`src/rtl/pipelined_and_reduce_pkg.sv`:
```
// Shared constants and parameter-derivation helpers for the pipelined AND reducer.
package pipelined_and_reduce_pkg;

    localparam logic MODE_BITWISE = 1'b0;
    localparam logic MODE_LOGICAL = 1'b1;

    function automatic int lane_count(input int width, input int lane_w);
        return width / lane_w;
    endfunction

    // Ceiling division: a trailing partial group still needs its own reducer.
    function automatic int group_count(input int lanes, input int group);
        return (lanes + group - 1) / group;
    endfunction

endpackage

```
`src/rtl/pipelined_and_reduce_if.sv`:
```
// Beat input and frame-result output channels of the pipelined AND reducer.
interface pipelined_and_reduce_if #(
    parameter int WIDTH = 16,
    parameter int CNT_W = 8
);
    // Both channels use valid/ready: a transfer happens on a rising clock edge where
    // valid and ready are both high; payload must stay stable while valid waits on ready.
    logic             in_valid;
    logic             in_ready;
    logic [WIDTH-1:0] in_data;
    logic             in_mode;
    logic             in_last;
    logic             out_valid;
    logic             out_ready;
    logic             out_and;
    logic [CNT_W-1:0] out_count;

    modport master (
        output in_valid, in_data, in_mode, in_last, out_ready,
        input  in_ready, out_valid, out_and, out_count
    );

    modport slave (
        input  in_valid, in_data, in_mode, in_last, out_ready,
        output in_ready, out_valid, out_and, out_count
    );
endinterface

```
`src/rtl/pipelined_and_reduce_and_lane_group.sv`:
```
// Combinational AND of a group of lanes: all bits (bitwise mode) or lane-nonzero flags (logical mode).
module and_lane_group
    import pipelined_and_reduce_pkg::*;
#(
    parameter int LANE_W  = 1,
    parameter int N_LANES = 4
) (
    input  logic [N_LANES*LANE_W-1:0] i_lanes,
    input  logic                      i_mode,
    output logic                      o_and
);

    logic [N_LANES-1:0] w_lane_nz;

    always_comb begin
        w_lane_nz = '0;
        for (int l = 0; l < N_LANES; l++) begin
            w_lane_nz[l] = |i_lanes[l*LANE_W +: LANE_W];
        end
    end

    assign o_and = (i_mode == MODE_LOGICAL) ? &w_lane_nz : &i_lanes;

endmodule

```
`src/rtl/pipelined_and_reduce.sv`:
```
// Two-stage AND reducer: stage 1 registers per-group partials, stage 2 folds beats into frame results.
module pipelined_and_reduce
    import pipelined_and_reduce_pkg::*;
#(
    parameter int WIDTH  = 16,
    parameter int LANE_W = 1,
    parameter int GROUP  = 4,
    parameter int CNT_W  = 8
) (
    input  logic                  clk,
    input  logic                  rst,
    pipelined_and_reduce_if.slave bus
);

    localparam int LANES = lane_count(WIDTH, LANE_W);
    localparam int NGRP  = group_count(LANES, GROUP);
    localparam logic [CNT_W-1:0] CNT_MAX = {CNT_W{1'b1}};

    logic [NGRP-1:0]  w_part;
    logic             w_s2_free;
    logic             w_in_fire;
    logic             w_s1_adv;
    logic             w_out_fire;
    logic             w_beat;
    logic [CNT_W-1:0] w_cnt_inc;

    logic             r_s1_valid;
    logic             r_s1_last;
    logic [NGRP-1:0]  r_s1_part;
    logic             r_acc;
    logic [CNT_W-1:0] r_cnt;
    logic             r_out_valid;
    logic             r_out_and;
    logic [CNT_W-1:0] r_out_count;

    for (genvar g = 0; g < NGRP; g++) begin : g_grp
        localparam int LO = g * GROUP;
        localparam int NL = ((LANES - LO) < GROUP) ? (LANES - LO) : GROUP;
        and_lane_group #(
            .LANE_W  (LANE_W),
            .N_LANES (NL)
        ) u_grp (
            .i_lanes (bus.in_data[LO*LANE_W +: NL*LANE_W]),
            .i_mode  (bus.in_mode),
            .o_and   (w_part[g])
        );
    end

    assign w_s2_free  = !r_out_valid || bus.out_ready;
    // in_ready is built from registered state and out_ready only, never from in_valid.
    assign bus.in_ready = !rst && (!r_s1_valid || w_s2_free);
    assign w_in_fire  = bus.in_valid && bus.in_ready;
    assign w_s1_adv   = r_s1_valid && w_s2_free;
    assign w_out_fire = r_out_valid && bus.out_ready;
    assign w_beat     = &r_s1_part;
    assign w_cnt_inc  = (r_cnt == CNT_MAX) ? CNT_MAX : r_cnt + 1'b1;

    always_ff @(posedge clk or posedge rst) begin
        if (rst) begin
            r_s1_valid <= 1'b0;
            r_s1_last  <= 1'b0;
            r_s1_part  <= '0;
        end else if (w_in_fire) begin
            r_s1_valid <= 1'b1;
            r_s1_last  <= bus.in_last;
            r_s1_part  <= w_part;
        end else if (w_s2_free) begin
            r_s1_valid <= 1'b0;
        end
    end

    always_ff @(posedge clk or posedge rst) begin
        if (rst) begin
            r_acc       <= 1'b1;
            r_cnt       <= '0;
            r_out_valid <= 1'b0;
            r_out_and   <= 1'b0;
            r_out_count <= '0;
        end else if (w_s1_adv && r_s1_last) begin
            r_out_and   <= r_acc & w_beat;
            r_out_count <= w_cnt_inc;
            r_out_valid <= 1'b1;
            r_acc       <= 1'b1;
            r_cnt       <= '0;
        end else begin
            if (w_s1_adv) begin
                r_acc <= r_acc & w_beat;
                r_cnt <= w_cnt_inc;
            end
            if (w_out_fire) begin
                r_out_valid <= 1'b0;
            end
        end
    end

    assign bus.out_valid = r_out_valid;
    assign bus.out_and   = r_out_and;
    assign bus.out_count = r_out_count;

endmodule

```
`src/flat_wrapper.sv`:
```
// flat-port wrapper written by rule: the top's interface ports become plain ports
module pipelined_and_reduce_flat import pipelined_and_reduce_pkg::*;
#(
    parameter int WIDTH  = 16,
    parameter int LANE_W = 1,
    parameter int GROUP  = 4,
    parameter int CNT_W  = 8
)
  (clk, rst, bus_in_valid, bus_in_data, bus_in_mode, bus_in_last, bus_out_ready, bus_in_ready, bus_out_valid, bus_out_and, bus_out_count);
  pipelined_and_reduce_if #(.WIDTH(WIDTH), .CNT_W(CNT_W)) bus_i ();
  input  logic clk;
  input  logic rst;
  input wire logic [$bits(bus_i.in_valid)-1:0] bus_in_valid;
  input wire logic [$bits(bus_i.in_data)-1:0] bus_in_data;
  input wire logic [$bits(bus_i.in_mode)-1:0] bus_in_mode;
  input wire logic [$bits(bus_i.in_last)-1:0] bus_in_last;
  input wire logic [$bits(bus_i.out_ready)-1:0] bus_out_ready;
  output wire logic [$bits(bus_i.in_ready)-1:0] bus_in_ready;
  output wire logic [$bits(bus_i.out_valid)-1:0] bus_out_valid;
  output wire logic [$bits(bus_i.out_and)-1:0] bus_out_and;
  output wire logic [$bits(bus_i.out_count)-1:0] bus_out_count;
  assign bus_i.in_valid = bus_in_valid;
  assign bus_i.in_data = bus_in_data;
  assign bus_i.in_mode = bus_in_mode;
  assign bus_i.in_last = bus_in_last;
  assign bus_i.out_ready = bus_out_ready;
  assign bus_in_ready = bus_i.in_ready;
  assign bus_out_valid = bus_i.out_valid;
  assign bus_out_and = bus_i.out_and;
  assign bus_out_count = bus_i.out_count;
  pipelined_and_reduce #(.WIDTH(WIDTH), .LANE_W(LANE_W), .GROUP(GROUP), .CNT_W(CNT_W)) u_core (.clk(clk), .rst(rst), .bus(bus_i));
endmodule
```
`config.mk`:
```
export PLATFORM = sky130hd
export DESIGN_NAME = pipelined_and_reduce_flat
export DESIGN_NICKNAME = d
export VERILOG_FILES = /design/src/rtl/pipelined_and_reduce_pkg.sv /design/src/rtl/pipelined_and_reduce_if.sv /design/src/rtl/pipelined_and_reduce_and_lane_group.sv /design/src/rtl/pipelined_and_reduce.sv /design/src/flat_wrapper.sv
export SDC_FILE = /design/constraint.sdc
export NUM_CORES = 1
export LEC_CHECK = 0
export CAP_MARGIN = 20
export CORE_ASPECT_RATIO = 1.2
export CORE_MARGIN = 2
export CORE_UTILIZATION = 49
export CTS_BUF_LIST = sky130_fd_sc_hd__clkbuf_4 sky130_fd_sc_hd__clkbuf_8
export DETAILED_ROUTE_END_ITERATION = 8
export PLACE_DENSITY = 0.81
export RECOVER_POWER = 25
export SYNTH_ARGS = -nofsm -noshare
export SYNTH_HDL_FRONTEND = slang
export SYNTH_SLANG_ARGS = --single-unit
```
`constraint.sdc`:
```
create_clock -name clk -period 2.4 [get_ports clk]
set_clock_uncertainty 0.2 [all_clocks]
set_input_delay 0.6 -clock clk [delete_from_list [all_inputs] [get_ports clk]]
set_output_delay 0.6 -clock clk [all_outputs]
set_load 0.01 [all_outputs]
```
After elaboration in Yosys (flattened, before gate mapping). Cells that the tools add are included.

Bits of input ports: 22. Word-level logic and storage cells: 38. Bits in registers: 25.

Reductions and logical operators: 18. Equal/unequal tests: 1. Add/subtract/negate cells: 1. Bitwise logic cells: 1. Multiplexer cells: 9.

Operators with widths (number): $mux 8 (3); $reduce_and 4->1 (5); $add 8x1->8 const B (1); $eq 8x8->1 const B (1); $mux 1 (6); $reduce_bool 2->1 (3); $logic_and 1x1->1 (5); $logic_not 1->1 (3); $logic_or 1x1->1 (2); $and 1x1->1 (1).

Depth between registers and ports, before layout. Gate-level depths: netlist of run 1.

Word-level depth: 6. Gate-level depth with buffers: 5. Gate-level depth less buffers: 5.

Modules after synthesis. From an unflattened synthesis of run 1, not the netlist that was laid out.

Cells, all modules: 120. Area, all modules: 1242.4 µm².

By module, submodules not included: pipelined_and_reduce (cells each 116, area an instance 1207.4 µm², times used 1, seq. area each 626.9 µm²); and_lane_group (cells each 1, area an instance 8.8 µm², times used 4, seq. area each 0.0 µm²).

Worst setup path before layout of run 1. OpenSTA, ideal clock, no wires.

Path kind: in2out. From: in rst. To: out bus_in_ready. Arrival time: 1.422 ns. Stages: 2. Path slack: 0.178 ns. Path through: inv_1 -> and2_1.

Cells in the longest elaborated chain, start to end: 2.

Ends and longest elaborated chain: start: declaration (RTL line flat_wrapper.sv:12) `input logic rst;`; $logic_not 1->1 (RTL line pipelined_and_reduce.sv:51) `assign bus.in_ready = !rst && (!r_s1_valid || w_s2_free);`; $logic_and 1x1->1 (RTL line pipelined_and_reduce.sv:51); end: declaration (RTL line flat_wrapper.sv:18) `output wire logic [$bits(bus_i.in_ready)-1:0] bus_in_ready;`.

Every way passes these cells.

Worst setup path after layout of run 1.
From: in bus_out_ready. To: out bus_in_ready.

Cells in the longest elaborated chain, start to end: 3.

Ends and longest elaborated chain: start: declaration (RTL line flat_wrapper.sv:17) `input wire logic [$bits(bus_i.out_ready)-1:0] bus_out_ready;`; $logic_or 1x1->1 (RTL line pipelined_and_reduce.sv:49) `assign w_s2_free = !r_out_valid || bus.out_ready;`; $logic_or 1x1->1 (RTL line pipelined_and_reduce.sv:51); $logic_and 1x1->1 (RTL line pipelined_and_reduce.sv:51).

Every way passes these cells.

==> results of run 1 <==
cell usage after synthesis (all sizes together):
library cell / number / area share
and3: 2 / 0.011
nand4: 4 / 0.021
or3: 1 / 0.0053
o31ai: 1 / 0.0063
nand2: 18 / 0.057
xnor2: 1 / 0.0074
inv: 2 / 0.0063
clkbuf: 2 / 0.0063
and2: 5 / 0.026
a22o: 2 / 0.015
mux2i: 1 / 0.0085
nor2: 8 / 0.027
nand3b: 1 / 0.0063
o21a: 1 / 0.0063
nand2b: 4 / 0.021
a31o: 1 / 0.0074
xor2: 3 / 0.022
and4: 1 / 0.0074
mux2: 2 / 0.019
nor3: 6 / 0.035
nand3: 3 / 0.023
a311oi: 2 / 0.015
a41oi: 1 / 0.0074
dfstp: 1 / 0.022
a31oi: 1 / 0.0053
o21ai: 11 / 0.047
ha: 1 / 0.011
o31a: 1 / 0.0074
a21oi: 5 / 0.021
nor4: 1 / 0.0053
a211oi: 1 / 0.0063
dfrtp: 24 / 0.51
registers in the layout, indices dropped and copies added (netlist names):
name,flops
u_core.bus.out_count,8
u_core.r_cnt,8
u_core.r_s1_part,4
u_core.bus.out_and,1
u_core.bus.out_valid,1
u_core.r_acc,1
u_core.r_s1_last,1
u_core.r_s1_valid,1
worst max-delay path: stages:
cell             delay (ns)
clkdlybuf4s50_1        0.41
nand3b_1               0.17
and2_1                 0.17
clkbuf_2               0.12
through the flow:
stage / utilization / setup WS, ns / hold slack (ns) / cells
2_1_floorplan: - / 0.178 / 0.242 / 118
3_5_place_dp: 0.685 / -0.229 / 0.264 / 183
5_1_grt: 0.695 / 0.0595 / 0.328 / 187
4_1_cts: 0.698 / 0.0319 / 0.294 / 187
3_3_place_gp: 0.685 / -0.228 / 0.251 / 183
6_report: 0.695 / 0.137 / 0.285 / 187
worst paths after layout:
| kind | startpoint | endpoint | slack [ns] | cells past startpoint |
|---|---|---|---|---|
| max | bus_out_ready | bus_in_ready | 0.14 | 4 |
| min | u_core.bus.out_count[2] | u_core.bus.out_count[2] | 0.28 | 2 |
| max reg2reg | u_core.r_cnt[0] | u_core.r_cnt[5] | 0.48 | 5 |
| min reg2reg | u_core.bus.out_count[2] | u_core.bus.out_count[2] | 0.28 | 2 |
| max in group asynchronous | rst | u_core.bus.out_and | 1.04 | 3 |
| min in group asynchronous | rst | u_core.r_s1_last | 0.54 | 3 |
cell families (layout without fill, tap and decap cells):
kind of cell | Yosys count | count (layout)
compound gates | 27 | 27
xor+xnor | 4 | 4
fa+ha+maj | 1 | 1
buf+inv | 4 | 42
flops | 25 | 25
mux | 3 | 3
simple gates | 54 | 54
cell usage in the layout, fill, tap and decap left out, types with 2 or more instances in the layout:
cell type / netlist / routed
a22o_1: 2 / 2
a311oi_1: 2 / 2
xor2_1: 3 / 3
nand2b_1: 4 / 4
nand3_1: 2 / 2
mux2_2: 2 / 2
nand2_1: 18 / 18
clkbuf_2: 0 / 2
a21oi_1: 5 / 5
o21ai_0: 10 / 10
clkbuf_4: 0 / 4
nor3_1: 5 / 5
dfrtp_1: 24 / 24
nand4_1: 4 / 4
clkdlybuf4s50_1: 0 / 30
inv_1: 2 / 2
nor2_1: 7 / 7
and2_1: 5 / 5
and3_1: 2 / 2
buf_4: 0 / 4
metal layers:
layer	routed length (µm)	track usage
met2	1410	0.409
met5	0	0
met4	37	0.0857
met1	925	0.208
met3	114	0.0258
area by class of cell:
cell class	instances	share of cell area
clock buffer	4	0.0189
inverter	2	0.00474
multi-input combinational	89	0.342
sequential	25	0.395
tap	31	0.0245
timing repair buffer	36	0.215
power breakdown:
group          switching, µW  internal, µW  leakage (µW)
registers               66.1           499      0.000327
clock network            120          76.3     0.0000184
logic                    132           177      0.000339
==> run_results.csv, run 1 <==
group,metric,value,unit
outcome,outcome,"finished clean",
sta,maxSlewViolCount,0,
global_route,grt_util_all_layers,0.203,
sta,grt_setup_unrepaired,"false",
synthesis,fraction_of_the_mapped_netlist_area_in_compound_gates,0.144,
clock_tree,clock_tree.root_cell,"clkbuf_4",
floorplan,pin_count,33,
sta,count_of_final_hold_check_violations,0,
placement,numPortBuffers,31,
sta,finalSetupViolCount,0,
sta,min_period_over_period,0.943,
setup_path,cp-end-kind,"primary output",
clock_tree,clock_latency,0.32,ns
synthesis,synth-xor-area-share,0.0296,
synthesis,ys_ff_latch,25,
pwr,max-vdd-ir-drop,0.520,mV
setup_path,crit_path_max_fanout,2,
cells_and_area,number_of_antenna_cells_inserted,0,
run,drv_cap,0,
synthesis,synth_top_family_by_area,"simple AND/OR/NAND/NOR gates",
synthesis,synth.lib_cells_used.distinct,36,
global_route,global_route.overflow_total,0,
synthesis,synthMuxAreaShare,0.0275,
clock_tree,tritoncts,"done",
global_route,grt_pass1_vias,1019,
pwr,pwr_density_cell,675,nW/µm²
placement,placement_stage_cell_area,1560,µm²
cells_and_area,multiInputGateArea,542,µm²
drt,wire_per_inst,13.3,µm
floorplan,die_x,48.9,µm
global_route,grt_pass1_wl,4330,µm
drt,initialDrtViolationCount,23,
cells_and_area,drive_above_1_share,0.109,
synthesis,synth_area,1180,µm²
floorplan,core_area,2280,µm²
clock_tree,clkSinkCount,25,
drt,number_of_vias_in_the_routed_layout,1020,
min_path,hold_path.class,"reg2reg",
cells_and_area,nFillCells,200,
clock_tree,cts_made_buffers,3,
sta,fmax,442,MHz
floorplan,floorplan.die_area,2830,µm²
setup_path,worst-endpoint-arrival,1.46,ns
synthesis,yosys.area_share.simple,0.246,
placement,hpwlAfterDp,1980,µm
drt,avgViaCountPerCell,5.45,
setup_path,start_kind,"input port",
floorplan,initial_utilization,0.519,
drt,postRouteAntennaNets,0,
clock_tree,hold_bufs_inserted_after_cts,0,
setup_path,worst_path_required,1.60,ns
clock_tree,postCtsSetupBuffers,0,
clock_tree,clk_transition_reported_paths,0.13,ns
sta,setup_total_negative_slack,0,ns
pwr,post-layout-total-power,1070,µW
drt,remaining_drc_errors,0,
cells_and_area,fin_area,1590,µm²
clock_tree,max-clock-path-buffers,2,
synthesis,synth_seq_area_share,0.530,
placement,routabilityCongestion,0.877,
synthesis,postSynthNetCount,141,
sta,slew_headroom,0.581,
synthesis,synth.yosys.warnings,0,
global_route,antenna_found_initial,0,
drt,detailedRoute.firstPassIterationCount,4,
setup_path,crit_type,"in2out",
drt,total_length_of_routed_wires,2480,µm
sta,tightest_slew,0.629,ns
synthesis,postSynthAreaPerCell,10.0,µm²
floorplan,row_count,19,
synthesis,synthCells,118,
synthesis,adder_cell_share_of_the_synthesized_area,0.0106,
global_route,grt_max_degree,27,
clock_tree,h-tree-depth,1,
sta,layout_min_cycle_time,2.26,ns
cells_and_area,area_delta_synth_final,33.9,%
clock_tree,post_cts_resize_count,2,
pwr,cellLeakagePower,0.000685,µW
floorplan,die_h,57.8,µm
cells_and_area,final_net_count,180,
cells_and_area,seqCellArea,627,µm²
(Power assumes the default switching activity.)
==> run 2: changes to the inputs <==
- PLACE_DENSITY: 0.81 -> 0.86
==> run 2 against run 1 <==
Net effect: global-route usage decreased by 0.16 points; clock power is 3% higher; setup slack got worse by 0.0060 ns; worst hold slack about the same; register-to-register slack gained 0.05 ns; die area unchanged; non-clock buffer count unchanged; cell count is the same; final area unchanged; routed wire length is 5.3% lower; critical path type unchanged; critical endpoint unchanged; largest power group unchanged; highest routed layer unchanged.
==> run_results.csv, run 2 (same netlist as run 1, synthesis figures left out) <==
group,metric,value,unit
global_route,antenna_found_initial,0,
pwr,switching_power,319,µW
placement,placement_stage_cell_area,1560,µm²
drt,initialDrtViolationCount,8,
cells_and_area,drive_above_1_share,0.109,
drt,postRouteAntennaNets,0,
setup_path,crit_buf_inv,2,
setup_path,critical-path-max-stage-delay,0.41,ns
drt,avgViaCountPerCell,5.41,
pwr,power.share.sequential,0.528,
drt,total_length_of_routed_wires,2350,µm
sta,grt_setup_unrepaired,"false",
floorplan,floorplan.die_area,2830,µm²
clock_tree,clkSinkCount,25,
drt,wire_per_inst,12.6,µm
global_route,grt_util_all_layers,0.201,
cells_and_area,seqCellArea,627,µm²
global_route,grt_pass1_wl,4310,µm
setup_path,reg2reg_depth,5,
clock_tree,tritoncts,"done",
setup_path,crit_type,"in2out",
setup_path,worst-endpoint-arrival,1.47,ns
floorplan,die_x,48.9,µm
clock_tree,cts_made_buffers,3,
clock_tree,max-clock-path-buffers,2,
setup_path,worst_path_required,1.60,ns
placement,post-place-ws,-0.239,ns
sta,min_period_over_period,0.945,
setup_path,critPathSlowestCell,"clkdlybuf4s50_1",
sta,layout_setup_ws,0.131,ns
sta,tightest_slew,0.629,ns
sta,fmax,441,MHz
floorplan,die_h,57.8,µm
drt,remaining_drc_errors,0,
cells_and_area,final_cell_mix,"clkdlybuf4s50_1, dfrtp_1, nand2_1",
placement,routabilityCongestion,0.886,
cells_and_area,number_of_antenna_cells_inserted,0,
cells_and_area,multiInputGateArea,542,µm²
placement,hpwlAfterDp,1850,µm
sta,layout_min_cycle_time,2.27,ns
pwr,intPower,752,µW
floorplan,row_count,19,
setup_path,timing.critical_path.depth,4,
setup_path,crit_path_max_fanout,2,
min_path,timing.hold.worst_path_depth,2,
min_path,hold_path.class,"reg2reg",
clock_tree,clock_latency,0.32,ns
sta,slew_headroom,0.581,
pwr,p_comb_frac,0.284,
sta,whs,0.284,ns
pwr,pwr_density_cell,675,nW/µm²
setup_path,timing.critical_path.from,"bus_out_ready",
floorplan,initial_utilization,0.519,
cells_and_area,area_delta_synth_final,33.9,%
pwr,max-vdd-ir-drop,0.463,mV
run,drv_cap,0,
clock_tree,postCtsSetupBuffers,0,
clock_tree,h-tree-depth,1,
setup_path,worstPathCellList,"clkdlybuf4s50_1 > nand3b_1 > and2_1 > clkbuf_2",
sta,finalSetupViolCount,0,
drt,detailedRoute.firstPassIterationCount,4,
sta,maxSlewViolCount,0,
floorplan,core_area,2280,µm²
floorplan,pin_count,33,
setup_path,worstReg2RegStart,"u_core.r_cnt[0]",
setup_path,cp-end-kind,"primary output",
clock_tree,clk_transition_reported_paths,0.13,ns
pwr,share_clk_of_total_power,0.189,
cells_and_area,fin_area,1590,µm²
cells_and_area,final_net_count,180,
global_route,grt_pass1_vias,1016,
outcome,outcome,"finished clean",
pwr,cellLeakagePower,0.000685,µW
setup_path,start_kind,"input port",
cells_and_area,nFillCells,191,
setup_path,cell_family_with_the_largest_share_of_critical_path_delay,"buffers and inverters",
cells_and_area,final_common_cell,"clkdlybuf4s50_1",
drt,number_of_vias_in_the_routed_layout,1012,
placement,numPortBuffers,31,
min_path,hp-start,"u_core.bus.out_count[2]",
global_route,grt_max_degree,27,
global_route,global_route.overflow_total,0,
clock_tree,clock_tree.root_cell,"clkbuf_4",
pwr,netSwitchingFraction,0.298,
sta,count_of_final_hold_check_violations,0,
run 2: metrics by stage:
stage | util | cells | power (µW) | setup TNS [ns]
global placement | 0.685 | 183 | 871 | -0.250
detailed placement | 0.685 | 183 | 882 | -0.239
global route | 0.695 | 187 | 1140 | 0
CTS | 0.698 | 187 | 1080 | 0
finish | 0.695 | 187 | 1070 | 0
floorplan | - | 118 | 712 | 0
run 2: final cells by class:
cell class	instances	area share
multi-input combinational	89	0.342
sequential	25	0.395
inverter	2	0.00474
timing repair buffer	36	0.215
tap	31	0.0245
clock buffer	4	0.0189
run 2: what timing repair did:
item | CTS | global route
resized for setup | 2 | 1
endpoints found under the setup margin | 1 | 1
endpoints found under the hold margin | 0 | 0
hold buffers | 0 | 0
run 2: worst reg2reg max path: cells and delay by family, from the launching register on:
| family | cells | cell delay (ns) |
|---|---|---|
| AND/OR/NAND/NOR | 3 | 0.56 |
| flip-flops | 1 | 0.46 |
| adder cells (fa/ha/maj) | 1 | 0.29 |
| AO/OA/AOI/OAI | 1 | 0.28 |
run 2: path summary, 6_finish.rpt:
check / slack, ns / end
setup reg to reg: 0.53 / u_core.r_cnt[2]
max in group asynchronous: 1.01 / u_core.bus.out_count[4]
min in group asynchronous: 0.58 / u_core.r_s1_part[3]
hold / removal: 0.28 / u_core.bus.out_count[2]
setup / recovery: 0.13 / bus_in_ready
hold reg to reg: 0.28 / u_core.bus.out_count[2]
run 2: per-layer routing:
metal | track usage | vias to the layer above | part of all wire | wire length, µm
met5 | 0 | - | 0 | 0
met4 | 0.118 | 0 | 0.019 | 44
met3 | 0.0258 | 4 | 0.045 | 106
met2 | 0.358 | 33 | 0.53 | 1250
met1 | 0.234 | 474 | 0.40 | 947
li1 | - | 501 | - | -
run 2: power by group through the flow:
| stage | clock [µW] | sequential, µW | combinational (µW) |
|---|---|---|---|
| 2_1_floorplan | 0 | 584 | 128 |
| 3_3_place_gp | 0 | 569 | 302 |
| 3_5_place_dp | 0 | 572 | 310 |
| 4_1_cts | 205 | 565 | 310 |
| 5_1_grt | 225 | 581 | 336 |
| 6_report | 202 | 565 | 304 |
==> run 3: changes to the inputs <==
- SKIP_LAST_GASP: unset -> 1
- SLEW_MARGIN: unset -> 20
==> results of run 3 <==
The final DEF is identical to that of run 2; final timing and power are the same.
